## src/rtl/l2_sclk_edge_gen.sv

```systemverilog
// SPI serial-clock edge generator: in master mode it divides clk into SCLK/CS_n for one transfer,
// in slave mode it synchronizes external SCLK/CS_n. Either way it reports SCLK edges as one-clk pulses.
module l2_sclk_edge_gen #(
    parameter logic M_OR_S      = 1'b1,
    parameter logic CPOL        = 1'b0,
    parameter int   CLK_DIV     = 4,
    parameter int   DIV_WIDTH   = 8,
    parameter int   BIT_NUM     = 8,
    parameter int   EDGE_WIDTH  = 5,
    parameter int   HOLD_CYCLES = 24,
    parameter int   HOLD_WIDTH  = 6
) (
    input  logic clk,
    input  logic rst,
    input  logic im_start,
    input  logic im_sclk,
    input  logic im_cs_n,
    output logic om_sclk,
    output logic om_cs_n,
    output logic om_work_en,
    output logic om_up_edge,
    output logic om_down_edge,
    output logic om_busy,
    output logic om_done
);

    // state | meaning
    // IDLE  | waiting for im_start, CS_n high
    // SETUP | CS_n low, one SCLK half-period before the first edge
    // RUN   | SCLK toggling, 2*BIT_NUM edges
    // HOLD  | CS_n held low so delayed downstream reads still land in the window
    // DONE  | one cycle: CS_n released, done pulse
    typedef enum logic [2:0] {S_IDLE, S_SETUP, S_RUN, S_HOLD, S_DONE} state_t;

    localparam logic [DIV_WIDTH-1:0]  DIV_LAST  = DIV_WIDTH'(CLK_DIV - 1);
    localparam logic [EDGE_WIDTH-1:0] EDGE_LAST = EDGE_WIDTH'(2 * BIT_NUM - 1);
    localparam logic [HOLD_WIDTH-1:0] HOLD_LAST = HOLD_WIDTH'(HOLD_CYCLES - 1);

    state_t                 state_q, state_d;
    logic [DIV_WIDTH-1:0]   div_cnt_q, div_cnt_d;
    logic [EDGE_WIDTH-1:0]  edge_cnt_q, edge_cnt_d;
    logic [HOLD_WIDTH-1:0]  hold_cnt_q, hold_cnt_d;
    logic                   toggle;

    logic m_sclk_q, m_sclk_d, m_cs_n_q, m_cs_n_d, m_work_en_q, m_work_en_d;
    logic m_up_q, m_up_d, m_dn_q, m_dn_d, m_busy_q, m_busy_d, m_done_q, m_done_d;

    logic s_sclk_meta_q, s_sclk_meta_d, s_sclk_sync_q, s_sclk_sync_d, s_sclk_prev_q, s_sclk_prev_d;
    logic s_cs_meta_q, s_cs_meta_d, s_cs_sync_q, s_cs_sync_d, s_cs_prev_q, s_cs_prev_d;
    logic s_up_q, s_up_d, s_dn_q, s_dn_d, s_done_q, s_done_d, s_work_q, s_work_d;

    always_ff @(posedge clk) begin
        if (rst) begin
            state_q       <= S_IDLE;
            div_cnt_q     <= '0;
            edge_cnt_q    <= '0;
            hold_cnt_q    <= '0;
            m_sclk_q      <= CPOL;
            m_cs_n_q      <= 1'b1;
            m_work_en_q   <= 1'b0;
            m_up_q        <= 1'b0;
            m_dn_q        <= 1'b0;
            m_busy_q      <= 1'b0;
            m_done_q      <= 1'b0;
            s_sclk_meta_q <= CPOL;
            s_sclk_sync_q <= CPOL;
            s_sclk_prev_q <= CPOL;
            s_cs_meta_q   <= 1'b1;
            s_cs_sync_q   <= 1'b1;
            s_cs_prev_q   <= 1'b1;
            s_up_q        <= 1'b0;
            s_dn_q        <= 1'b0;
            s_done_q      <= 1'b0;
            s_work_q      <= 1'b0;
        end else begin
            state_q       <= state_d;
            div_cnt_q     <= div_cnt_d;
            edge_cnt_q    <= edge_cnt_d;
            hold_cnt_q    <= hold_cnt_d;
            m_sclk_q      <= m_sclk_d;
            m_cs_n_q      <= m_cs_n_d;
            m_work_en_q   <= m_work_en_d;
            m_up_q        <= m_up_d;
            m_dn_q        <= m_dn_d;
            m_busy_q      <= m_busy_d;
            m_done_q      <= m_done_d;
            s_sclk_meta_q <= s_sclk_meta_d;
            s_sclk_sync_q <= s_sclk_sync_d;
            s_sclk_prev_q <= s_sclk_prev_d;
            s_cs_meta_q   <= s_cs_meta_d;
            s_cs_sync_q   <= s_cs_sync_d;
            s_cs_prev_q   <= s_cs_prev_d;
            s_up_q        <= s_up_d;
            s_dn_q        <= s_dn_d;
            s_done_q      <= s_done_d;
            s_work_q      <= s_work_d;
        end
    end

    always_comb begin
        state_d    = state_q;
        div_cnt_d  = div_cnt_q;
        edge_cnt_d = edge_cnt_q;
        hold_cnt_d = hold_cnt_q;
        toggle     = 1'b0;
        case (state_q)
            S_IDLE: begin
                div_cnt_d  = '0;
                edge_cnt_d = '0;
                hold_cnt_d = '0;
                if (im_start) state_d = S_SETUP;
            end
            S_SETUP: begin
                if (div_cnt_q == DIV_LAST) begin
                    div_cnt_d  = '0;
                    edge_cnt_d = '0;
                    state_d    = S_RUN;
                end else begin
                    div_cnt_d = div_cnt_q + 1'b1;
                end
            end
            S_RUN: begin
                if (div_cnt_q == DIV_LAST) begin
                    div_cnt_d  = '0;
                    toggle     = 1'b1;
                    edge_cnt_d = edge_cnt_q + 1'b1;
                    if (edge_cnt_q == EDGE_LAST) begin
                        hold_cnt_d = '0;
                        state_d    = S_HOLD;
                    end
                end else begin
                    div_cnt_d = div_cnt_q + 1'b1;
                end
            end
            S_HOLD: begin
                if (hold_cnt_q == HOLD_LAST) state_d = S_DONE;
                else                         hold_cnt_d = hold_cnt_q + 1'b1;
            end
            S_DONE:  state_d = S_IDLE;
            default: state_d = S_IDLE;
        endcase
    end

    // Outputs are registered from the next state so they line up with the state they describe.
    always_comb begin
        m_sclk_d    = toggle ? ~m_sclk_q : m_sclk_q;
        m_up_d      = toggle & ~m_sclk_q;
        m_dn_d      = toggle &  m_sclk_q;
        m_cs_n_d    = !(state_d == S_SETUP || state_d == S_RUN || state_d == S_HOLD);
        m_work_en_d = ~m_cs_n_d;
        m_busy_d    = (state_d != S_IDLE);
        m_done_d    = (state_d == S_DONE);

        s_sclk_meta_d = im_sclk;
        s_sclk_sync_d = s_sclk_meta_q;
        s_sclk_prev_d = s_sclk_sync_q;
        s_cs_meta_d   = im_cs_n;
        s_cs_sync_d   = s_cs_meta_q;
        s_cs_prev_d   = s_cs_sync_q;
        s_up_d        =  s_sclk_sync_q & ~s_sclk_prev_q & ~s_cs_sync_q;
        s_dn_d        = ~s_sclk_sync_q &  s_sclk_prev_q & ~s_cs_sync_q;
        s_done_d      =  s_cs_sync_q & ~s_cs_prev_q;
        s_work_d      = ~s_cs_sync_q;
    end

    assign om_sclk      = M_OR_S ? m_sclk_q    : CPOL;
    assign om_cs_n      = M_OR_S ? m_cs_n_q    : 1'b1;
    assign om_work_en   = M_OR_S ? m_work_en_q : s_work_q;
    assign om_up_edge   = M_OR_S ? m_up_q      : s_up_q;
    assign om_down_edge = M_OR_S ? m_dn_q      : s_dn_q;
    assign om_busy      = M_OR_S ? m_busy_q    : s_work_q;
    assign om_done      = M_OR_S ? m_done_q    : s_done_q;

endmodule

```

## config.mk

```make
export PLATFORM = sky130hd
export DESIGN_NAME = l2_sclk_edge_gen
export DESIGN_NICKNAME = d
export VERILOG_FILES = /design/src/rtl/l2_sclk_edge_gen.sv
export SDC_FILE = /design/constraint.sdc
export NUM_CORES = 1
export LEC_CHECK = 0
export BUFFER_PORTS_ARGS = -buffer_cell sky130_fd_sc_hd__buf_4
export CAP_MARGIN = 40
export CELL_PAD_IN_SITES_DETAIL_PLACEMENT = 2
export CELL_PAD_IN_SITES_GLOBAL_PLACEMENT = 2
export CORE_ASPECT_RATIO = 0.5
export CORE_UTILIZATION = 35
export DETAILED_ROUTE_END_ITERATION = 10
export PLACE_DENSITY = 0.84
export SLEW_MARGIN = 5
export SYNTH_ARGS = -nofsm -noshare
export SYNTH_HDL_FRONTEND = slang
export SYNTH_SLANG_ARGS = --single-unit
```

## constraint.sdc

```tcl
create_clock -name clk -period 2.2 [get_ports clk]
set_clock_uncertainty 0.15 [all_clocks]
set_input_delay 0.33 -clock clk [delete_from_list [all_inputs] [get_ports clk]]
set_output_delay 0.33 -clock clk [all_outputs]
set_load 0.05 [all_outputs]
```

# After elaboration in Yosys (flattened, before gate mapping)
# Cells that the tools add are included.
[totals]
register_bits = 29
input_bits = 5
elab_cells = 59
[op_classes]
n_addsub = 3
eq_ne = 14
mux = 17
bitwise = 3
reduce_logical = 11
[ops]
columns = ["cell", "n"]
rows = [
  ["2-to-1 mux 6 bit", 3],
  ["case mux 6 bit (3 select lines)", 1],
  ["case mux 8 bit (2 select lines)", 1],
  ["2-to-1 mux 3 bit", 5],
  ["case mux 5 bit (3 select lines)", 1],
  ["== test 3 x 2 -> 1 bit (second input constant)", 4],
  ["case mux 3 bit (4 select lines)", 1],
  ["2-to-1 mux 5 bit", 2],
  ["nonzero test 3 bit", 3],
  ["adder 8 x 1 -> 8 bit (second input constant)", 1],
  ["== test 8 x 2 -> 1 bit (second input constant)", 1],
  ["2-to-1 mux 8 bit", 1],
  ["!= test 2 bit (second input constant)", 4],
  ["adder 6 x 1 -> 6 bit (second input constant)", 1],
  ["== test 3 x 1 -> 1 bit (second input constant)", 2],
  ["== test 6 x 5 -> 1 bit (second input constant)", 1],
  ["adder 5 x 1 -> 5 bit (second input constant)", 1],
  ["== test 5 x 4 -> 1 bit (second input constant)", 1],
  ["AND reduction 4 bit", 1],
  ["== test 3 bit (second input constant)", 1],
  ["zero test 3 bit", 1],
  ["AND reduction 3 bit", 1],
  ["bitwise AND 1 bit", 2],
  ["logical OR 1 bit", 2],
  ["5 further kinds", 6],
]

# Depth between registers and ports, before layout
# Gate-level depths: netlist of the first run.
[depth]
ltp_word = 8
mapped_depth = 8
depth_no_buf = 7

# Worst setup path after synthesis of the first run
# OpenSTA, ideal clock, no wires.
[synth_timing]
path_kind = "register to register"
from = "register div_cnt_q[0]"
to = "register hold_cnt_q[4]"
setup_ns = 0.140
t_arrival_ns = 1.583
required_ns = 1.910
setup_slack_ns = 0.326
path_stages_with_launch = 7
synth_period_minus_slack_ns = 1.874
cell_sequence = "dfxtp_1 > ha_1 > or4b_1 > o21ai_1 > and4_1 > clkbuf_2 > o311ai_0"
[synth_via]
elab_chain_len = 3
[synth_rtl]
columns = ["element", "line", "text"]
rows = [
  ["from (decl)", "40", "logic [DIV_WIDTH-1:0] div_cnt_q, div_cnt_d;"],
  ["from (signal assigned)", "77", "div_cnt_q <= div_cnt_d;"],
  ["== test 8 x 2 -> 1 bit", "123", "if (div_cnt_q == DIV_LAST) begin"],
  ["!= test 2 bit (no line)", "n/a", ""],
  ["AND reduction 4 bit (no line)", "n/a", ""],
  ["to (signal assigned)", "79", "hold_cnt_q <= hold_cnt_d;"],
  ["to (decl)", "42", "logic [HOLD_WIDTH-1:0] hold_cnt_q, hold_cnt_d;"],
]
# No other way between the ends.
# A chain may end at the register's enable or synchronous reset.

# Final worst setup path of the first run
[layout_timing]
from = "register div_cnt_q[1]"
to = "register m_cs_n_q, in the netlist om_cs_n"
[layout_via]
elab_chain_len = 7
elab_cells_between_ends = 10
classes_between = "eq/ne: 4; mux: 3; reduce/logical: 3"
[layout_rtl]
columns = ["element", "line", "text"]
rows = [
  ["== test 8 x 2 -> 1 bit *", "114, 123", ""],
  ["2-to-1 mux 3 bit, on equally long branches", "123, 114", ""],
  ["case mux 3 bit (4 select lines) *", "106", "case (state_q)"],
  ["== test 3 x 1 -> 1 bit / == test 3 x 2 -> 1 bit (equally long branches)", "149", "m_cs_n_d = !(state_d == S_SETUP || state_d == S_RUN || state_d == S_HOLD);"],
  ["logical OR 1 bit", "149", ""],
  ["logical OR 1 bit *", "149", ""],
  ["zero test 1 bit *", "149", ""],
  ["to (signal assigned)", "81", "m_cs_n_q <= m_cs_n_d;"],
  ["to (decl)", "45", "logic m_sclk_q, m_sclk_d, m_cs_n_q, m_cs_n_d, m_work_en_q, m_work_en_d;"],
]
# Mark *: on every way between the ends. The rest lies on a longest branch, timed or not.

==> results.toml, run 1 <==
[routing]
drt_pass1_iterations = 4
drtIter0Drc = 64
via_count = 1335
ant_nets = 0
drc = 0
drt-total-wl_um = 4590
wl_per_cell_um = 19.8
viasPerCell = 5.75

[cells_and_area]
final_area_mm2 = 0.00173
post-route-util_pct = 47.1
antenna_cells = 0
areaGrowthSynthToFinish_pct = 20.5
nNetsFinal = 189
drive_gt1_share_pct = 17.7

[floorplan]
core_mm2 = 0.00366
die_area_mm2 = 0.00437
rows = 15
die_y_um = 47.2
start_util_pct = 39.1
dieWidth_um = 92.4
ios = 12

[global_routing]
grt_usage_pct = 23.8
grt_pass1_vias = 1411
grt_max_degree = 21
use_met3_pct = 7.28
grt_overflow = 0
use_met2_pct = 40.9
grt_pass1_wl_um = 7450
use_met1_pct = 28.7
antenna_found_initial = 0
grt-busiest-layer = "met2"

[pwr]
p_leak_nw = 0.595
peakVddDrop_uv = 706
p_per_area_mw_per_mm2 = 758

[cts]
htreeDepth = 2
holdBufCountCts = 0
tritoncts = "done"
clkTransAtPathRegs_ps = 70
root_buffer = "clkbuf_8"
numClockSinks = 29
clock_latency_ps = 290
clockBufferDepth = 2
cts-buffers-inserted = 5

[flow_run]
cap_violations = 0

[sta]
fmax_mhz = 474
worst_slack_ps = 91.4
hold_viol_final = 0
min_period_over_period_pct = 95.8
setup_viol = 0
max-slew-margin-rel_pct = 66.0
finalCriticalPeriod_ps = 2110
worstMarginPinSlew_ps = 505
tns_ps = 0
rsz0062_at_grt = "false"
drv_slew = 0

[hold_path]
min_path_cells = 2
hp-class = "in -> reg"

[yosys]
synth_area_mm2 = 0.00143
ys_async_sr_fraction_pct = 0
synth_largest_area_cell = "dfxtp_1"
synth_nets = 174
avgSynthCellArea_um2 = 8.67
synthCells = 165
synth.distinct_cells = 42
synth-edff-count = 0
synth_top_cells_by_area = "dfxtp_1, xnor2_1, nor2_1"
synthFlopType = "dfxtp_1"
synth_seq_cells = 29
seq_area_frac_synth_pct = 40.6
synth_top_area_share_pct = 40.6
ys_warn_count = 0

[placement]
dpl_cell_area_mm2 = 0.00157
gp_congestion = 0.740
dpl.hpwl_um = 2950
place_ws_ps = 86.5
port-buffer-count = 9

[critical_path]
worstPathRequired_ps = 2240
worstSetupPathType = "reg -> reg"
rr_worst_depth = 5
startpoint_type = "flip-flop"
crit_path_end_kind = "flip-flop"
critPathArrivalTime_ps = 2150
crit_fanout = 4

[status]
status = "complete, no violations"
## layer usage
layer	wire length [µm]	up-vias
met2	2090	24
met1	2220	659
li1	-	637
met5	0	-
met4	138	0
met3	146	15
## layout make-up
| class | count | area, µm² |
|---|---|---|
| tap | 51 | 63.8 |
| clock buffer | 5 | 68.8 |
| sequential | 29 | 581 |
| clock inverter | 3 | 65.1 |
| fill | 407 | 1930 |
| multi-input combinational | 120 | 797 |
| inverter | 8 | 30.0 |
| timing repair buffer | 16 | 120 |
## power breakdown
group	internal, mW	switching (mW)	leakage (nW)	total (mW)
sequential	0.533	0.00977	0.235	0.543
clock	0.450	0.231	0.0681	0.681
combinational	0.0277	0.0558	0.292	0.0835
## synth_stat cells (all sizes together) (2+ instances only)
cell / number
a31oi: 5
nand2: 11
a21o: 2
or4: 6
nor2b: 2
o21ai: 9
nand2b: 3
buf: 2
ha: 4
nand3: 6
or4b: 2
xnor2: 7
a211oi: 3
nor3: 5
nor4: 6
dfxtp: 29
or3: 2
nand4: 3
a21oi: 10
inv: 8
and3b: 2
nor2: 15
o31ai: 3
clkbuf: 6
o311ai: 2
## logic make-up after synthesis
kind of cell             after synthesis  synth area share, %
AND/OR/NAND/NOR                       69                 28.2
flip-flops                            29                 40.6
buffers and inverters                 16                 4.46
multiplexers                           1                0.699
XOR/XNOR                               8                 4.90
adder cells (fa/ha/maj)                4                 3.50
AO/OA/AOI/OAI                         38                 17.7
## worst max-delay path, stage by stage (launching register included)
cell and delay, ps:
dfxtp_1 380, ha_1 250, or4b_4 530, nor4_1 390, a211oi_2 120, a21o_1 200
## stage by stage
| stage | instances | hold slack, ps | total power [mW] |
|---|---|---|---|
| floorplan | 165 | 297 | 0.607 |
| global placement | 222 | 309 | 0.630 |
| detailed placement | 222 | 328 | 0.634 |
| CTS | 230 | 223 | 1.31 |
| global route | 232 | 237 | 1.34 |
| finish | 232 | 223 | 1.31 |
## sequential cells by signal (all words and copies together), names as in the netlist, 3 cells and up
signal	flops
edge_cnt_q	5
state_q	3
div_cnt_q	8
hold_cnt_q	6
## final timing paths
kind	slack, ps	to	start
setup / recovery	90	om_cs_n	div_cnt_q[1]
hold / removal	220	edge_cnt_q[0]	rst
setup reg to reg	90	om_cs_n	div_cnt_q[1]
hold reg to reg	340	om_down_edge	om_sclk
## repair_timing
| item | 4_1_cts | 5_1_grt |
|---|---|---|
| gates resized for setup | 0 | 3 |
| setup endpoints to repair | 0 | 14 |
| setup buffers | 0 | 2 |
## layout by cell type, fill, tap and decap left out, types with 3 or more instances in the layout
master / count
dfxtp_1: 29
buf_4: 16
nor2_1: 15
nand2_1: 11
a21oi_1: 10
inv_1: 8
xnor2_1: 7
o21ai_0: 7
nand3_1: 6
or4_1: 6
nor4_1: 6
clkbuf_8: 5
nor3_1: 4
a31oi_1: 4
ha_1: 4
o31ai_1: 3
nand2b_1: 3
nand4_1: 3
(Power assumes the default switching activity.)
==> run 2: changes to the inputs <==
--- a/config.mk
+++ b/config.mk
@@ -10,6 +10,7 @@
 export CELL_PAD_IN_SITES_DETAIL_PLACEMENT = 2
 export CELL_PAD_IN_SITES_GLOBAL_PLACEMENT = 2
 export CORE_ASPECT_RATIO = 0.5
+export CORE_MARGIN = 3
 export CORE_UTILIZATION = 35
 export DETAILED_ROUTE_END_ITERATION = 10
 export PLACE_DENSITY = 0.84
==> run 2 against run 1 <==
Worst hold slack improved by 14 ps. Global-route usage decreased by 2.9 points. First-iteration DRC count decreased by 25%. Sequential share of layout area increased by 0.80 points. Critical endpoint is now om_work_en.
==> results.toml, run 2 (synthesized netlist as in run 1, its figures left out) <==
[cells_and_area]
post-route-util_pct = 45.8
areaGrowthSynthToFinish_pct = 17.7
drive_gt1_share_pct = 17.1
mostFrequentLayoutCell = "dfxtp_1"
final_cell_mix = "dfxtp_1, buf_4, nor2_1"
largest_reg_flops = 8
nNetsFinal = 189
largest-register = "div_cnt_q"
layout_top_registers = "div_cnt_q (8), hold_cnt_q (6), edge_cnt_q (5)"
antenna_cells = 0

[critical_path]
worstSetupPathType = "reg -> reg"
startpoint_type = "flip-flop"
rr_worst_depth = 5
r2r_start = "div_cnt_q[1]"
endpoint = "om_work_en"
path_cells = "ha_1 > or4b_4 > nor4_2 > nor2_1 > a21oi_1"
crit_fanout = 4
worst-path-stages = 5
cp_slowest_cell = "or4b_4"
crit_family = "simple AND/OR/NAND/NOR gates"
cp.buffers_inverters = 0
crit_start = "div_cnt_q[1]"
regToRegEndpoint = "om_work_en"
rrSetupSlack_ps = 90
crit_path_end_kind = "flip-flop"
slowest_delay_ps = 530
critPathArrivalTime_ps = 2160
worstPathRequired_ps = 2240

[cts]
cts-buffers-inserted = 5
root_buffer = "clkbuf_8"
clockBufferDepth = 2
clock_latency_ps = 290
tritoncts = "done"
numClockSinks = 29
clkTransAtPathRegs_ps = 70
htreeDepth = 2

[floorplan]
die_area_mm2 = 0.00494
core_mm2 = 0.00368
start_util_pct = 38.9
die_y_um = 51.2
ios = 12
dieWidth_um = 96.4
rows = 15

[global_routing]
grt_max_degree = 21
antenna_found_initial = 0
grt_usage_pct = 20.9
grt_pass1_wl_um = 7700
grt_pass1_vias = 1438
grt_overflow = 0

[sta]
setup_viol = 0
hold_viol_final = 0
finalCriticalPeriod_ps = 2110
fmax_mhz = 473
tns_ps = 0
worstMarginPinSlew_ps = 486
max-slew-margin-rel_pct = 67.3
drv_slew = 0
min_period_over_period_pct = 96.1

[routing]
drc = 0
wl_per_cell_um = 20.0
viasPerCell = 5.85
drt_pass1_iterations = 5
ant_nets = 0
drtIter0Drc = 48
drt-total-wl_um = 4630
via_count = 1358

[pwr]
p_per_area_mw_per_mm2 = 630
p_leak_nw = 0.570
peakVddDrop_uv = 232

[hold_path]
hp-class = "in -> reg"

[placement]
port-buffer-count = 9
dpl.hpwl_um = 3010
gp_congestion = 0.803

[flow_run]
cap_violations = 0

[status]
status = "complete, no violations"
==> run 2: cell types whose count changed in the layout (fill, tap and decap cells not counted) <==
| cell | change |
|---|---|
| bufinv_16 | -2 |
| clkbuf_1 | +3 |
| nor4_2 | +2 |
| clkinv_2 | -1 |
| and4_4 | +1 |
| and4_2 | -1 |
| nor4_1 | -2 |
==> run 2: stage by stage <==
step	setup WS (ps)	hold WS (ps)	instance area, µm²	total power, mW	std cells
final	86.8	237	1690	1.06	232
after floorplan	326	297	1430	0.607	165
after detailed placement	49.7	324	1570	0.633	222
after CTS	24.7	236	1660	1.07	230
after global routing	-3.81	250	1690	1.11	232
after global placement	153	305	1570	0.629	222
==> run 2: layer usage <==
metal	wire length [µm]	vias to the layer above	global-route usage [%]
met1	2150	679	25.6
met5	0	-	0
met4	106	0	6.98
met3	185	13	5.59
li1	-	635	-
met2	2190	31	35.6
==> run 2: worst min path at each step <==
stage | to | slack [ps] | from | cells after the start
global route | edge_cnt_q[0] | 250 | rst | 2
CTS | state_q[1] | 240 | rst | 2
global placement | om_up_edge | 300 | om_sclk | 1
floorplan | edge_cnt_q[3] | 300 | edge_cnt_q[3] | 2
detailed placement | hold_cnt_q[1] | 320 | hold_cnt_q[1] | 2
finish | state_q[1] | 240 | rst | 2
==> run 2: layout make-up <==
class | instances | area (µm²)
Clock buffer | 8 | 80.1
Sequential cell | 29 | 581
Inverter | 8 | 30.0
Tap cell | 51 | 63.8
Fill cell | 401 | 1990
Multi-Input combinational cell | 120 | 811
Timing Repair Buffer | 16 | 120
==> run 2: where the power goes <==
part	total [mW]	switching [mW]	leakage [nW]	internal, mW
clock	0.434	0.209	0.0395	0.224
combinational	0.0860	0.0577	0.295	0.0283
sequential	0.542	0.00903	0.235	0.533
==> run 2: worst reg2reg max path, delay by kind of cell, from the launching register on <==
family          cells  cell delay [ps]
compound gates      1              230
fa+ha+maj           1              230
simple gates        3             1020
flops               1              390
==> run 2: what timing repair did <==
action / CTS / global route
resized for setup: 3 / 3
hold buffers: 0 / 0
endpoints found under the setup margin: 7 / 7
buffers inserted: 0 / 2
==> run 3: changes to the inputs <==
--- a/config.mk
+++ b/config.mk
@@ -13,7 +13,7 @@
 export CORE_MARGIN = 3
 export CORE_UTILIZATION = 35
 export DETAILED_ROUTE_END_ITERATION = 10
-export PLACE_DENSITY = 0.84
+export PLACE_DENSITY = 0.72
 export SLEW_MARGIN = 5
 export SYNTH_ARGS = -nofsm -noshare
 export SYNTH_HDL_FRONTEND = slang
==> run 3 against run 2 <==
Design area fell by 0.97%. Register-to-register slack improved by 40 ps. Total power fell by 1.4%. Combinational power fell by 4.5%. Sequential power barely moved. Global-route usage fell by 2.5 points. Final cell count fell by 0.43%. Utilization fell by 0.44 points. Non-clock buffer count fell by 1. Critical path type unchanged. Largest power group unchanged.
==> results.toml, run 3 (synthesized netlist as in run 1, its figures left out) <==
[cts]
tritoncts = "done"
cts-buffers-inserted = 5
clock_latency_ps = 280
numClockSinks = 29
holdBufCountCts = 0
htreeDepth = 2
root_buffer = "clkbuf_8"
clockBufferDepth = 2
clkTransAtPathRegs_ps = 70

[cells_and_area]
mostFrequentLayoutCell = "dfxtp_1"
antenna_cells = 0
fill_cells = 419
final_cell_mix = "dfxtp_1, nor2_1, buf_4"
post-route-util_pct = 45.4
nNetsFinal = 188
layout_top_registers = "div_cnt_q (8), hold_cnt_q (6), edge_cnt_q (5)"
drive_gt1_share_pct = 16.7
largest-register = "div_cnt_q"
largest_reg_flops = 8
areaGrowthSynthToFinish_pct = 16.6

[sta]
hold_viol_final = 0
finalCriticalPeriod_ps = 2070
tns_ps = 0
fmax_mhz = 483
hold_slack_ps = 229
drv_slew = 0
min_period_over_period_pct = 94.0
setup_viol = 0
rsz0062_at_grt = "false"
worstMarginPinSlew_ps = 505
max-slew-margin-rel_pct = 66.3

[floorplan]
start_util_pct = 38.9
dieWidth_um = 96.4
core_mm2 = 0.00368
die_y_um = 51.2
rows = 15
ios = 12
die_area_mm2 = 0.00494

[critical_path]
startpoint_type = "flip-flop"
cp_slowest_cell = "or4b_1"
worstPathRequired_ps = 2250
crit_path_end_kind = "flip-flop"
critPathArrivalTime_ps = 2120
path_cells = "ha_1 > or4b_1 > o21ai_1 > and4_2 > mux2i_1"
worstSetupPathType = "reg -> reg"
cp.buffers_inverters = 0
slowest_delay_ps = 580
crit_fanout = 6
crit_family = "simple AND/OR/NAND/NOR gates"

[pwr]
p_leak_nw = 0.563
p_per_area_mw_per_mm2 = 627
peakVddDrop_uv = 256
p_total_mw = 1.05

[routing]
drtIter0Drc = 39
viasPerCell = 5.47
drt-total-wl_um = 3990
drc = 0
wl_per_cell_um = 17.3
via_count = 1263
ant_nets = 0
drt_pass1_iterations = 4

[global_routing]
grt_pass1_vias = 1292
antenna_found_initial = 0
grt_max_degree = 21
grt_overflow = 0
grt_usage_pct = 18.4
grt_pass1_wl_um = 6690

[hold_path]
hp-class = "in -> reg"

[flow_run]
cap_violations = 0

[placement]
gp_congestion = 0.753
port-buffer-count = 9

[status]
status = "complete, no violations"
==> run 3: path summary, 6_finish.rpt <==
check	start	end	slack (ps)	cells past startpoint
max	div_cnt_q[0]	hold_cnt_q[1]	130	5
max reg2reg	div_cnt_q[0]	hold_cnt_q[1]	130	5
min	rst	edge_cnt_q[0]	230	2
min reg2reg	edge_cnt_q[4]	edge_cnt_q[4]	330	2
==> run 3: routing by layer <==
layer | vias up | global-route usage, % | part of all wire, %
met5 | - | 0 | 0
met4 | 0 | 5.58 | 0.90
met3 | 5 | 5.29 | 3.2
met2 | 14 | 28.0 | 43
met1 | 613 | 25.2 | 53
li1 | 631 | - | -
==> run 3: cell type report <==
type	instances	area (µm²)	share of cell area (%)
clock buffers	6	72.6	4.35
flip-flops and latches	29	581	34.8
multi-input cells	120	800	47.9
inverters	8	30.0	1.80
well taps	51	63.8	3.82
clock inverters	2	10.0	0.600
repair buffers	15	113	6.75
==> run 3: timing repair <==
| action | in CTS | in global routing |
|---|---|---|
| setup buffers | 0 | 1 |
| endpoints found under the setup margin | 1 | 9 |
| pin swaps | 0 | 0 |
| gates resized for setup | 1 | 2 |
==> run 3: per-stage QoR <==
stage / area (µm²) / cells / setup slack (ps)
after CTS: 1650 / 230 / 36.5
after global placement: 1570 / 222 / 149
after global routing: 1670 / 231 / 21.6
after floorplan: 1430 / 165 / 326
after detailed placement: 1570 / 222 / 105
final: 1670 / 231 / 131
==> run 3: report_power, final <==
| part | leakage, nW | total [mW] | switching, mW | internal, mW |
|---|---|---|---|---|
| clock network | 0.0450 | 0.422 | 0.204 | 0.219 |
| registers | 0.235 | 0.542 | 0.00909 | 0.533 |
| logic | 0.283 | 0.0821 | 0.0546 | 0.0275 |
| total | 0.563 | 1.05 | 0.267 | 0.780 |
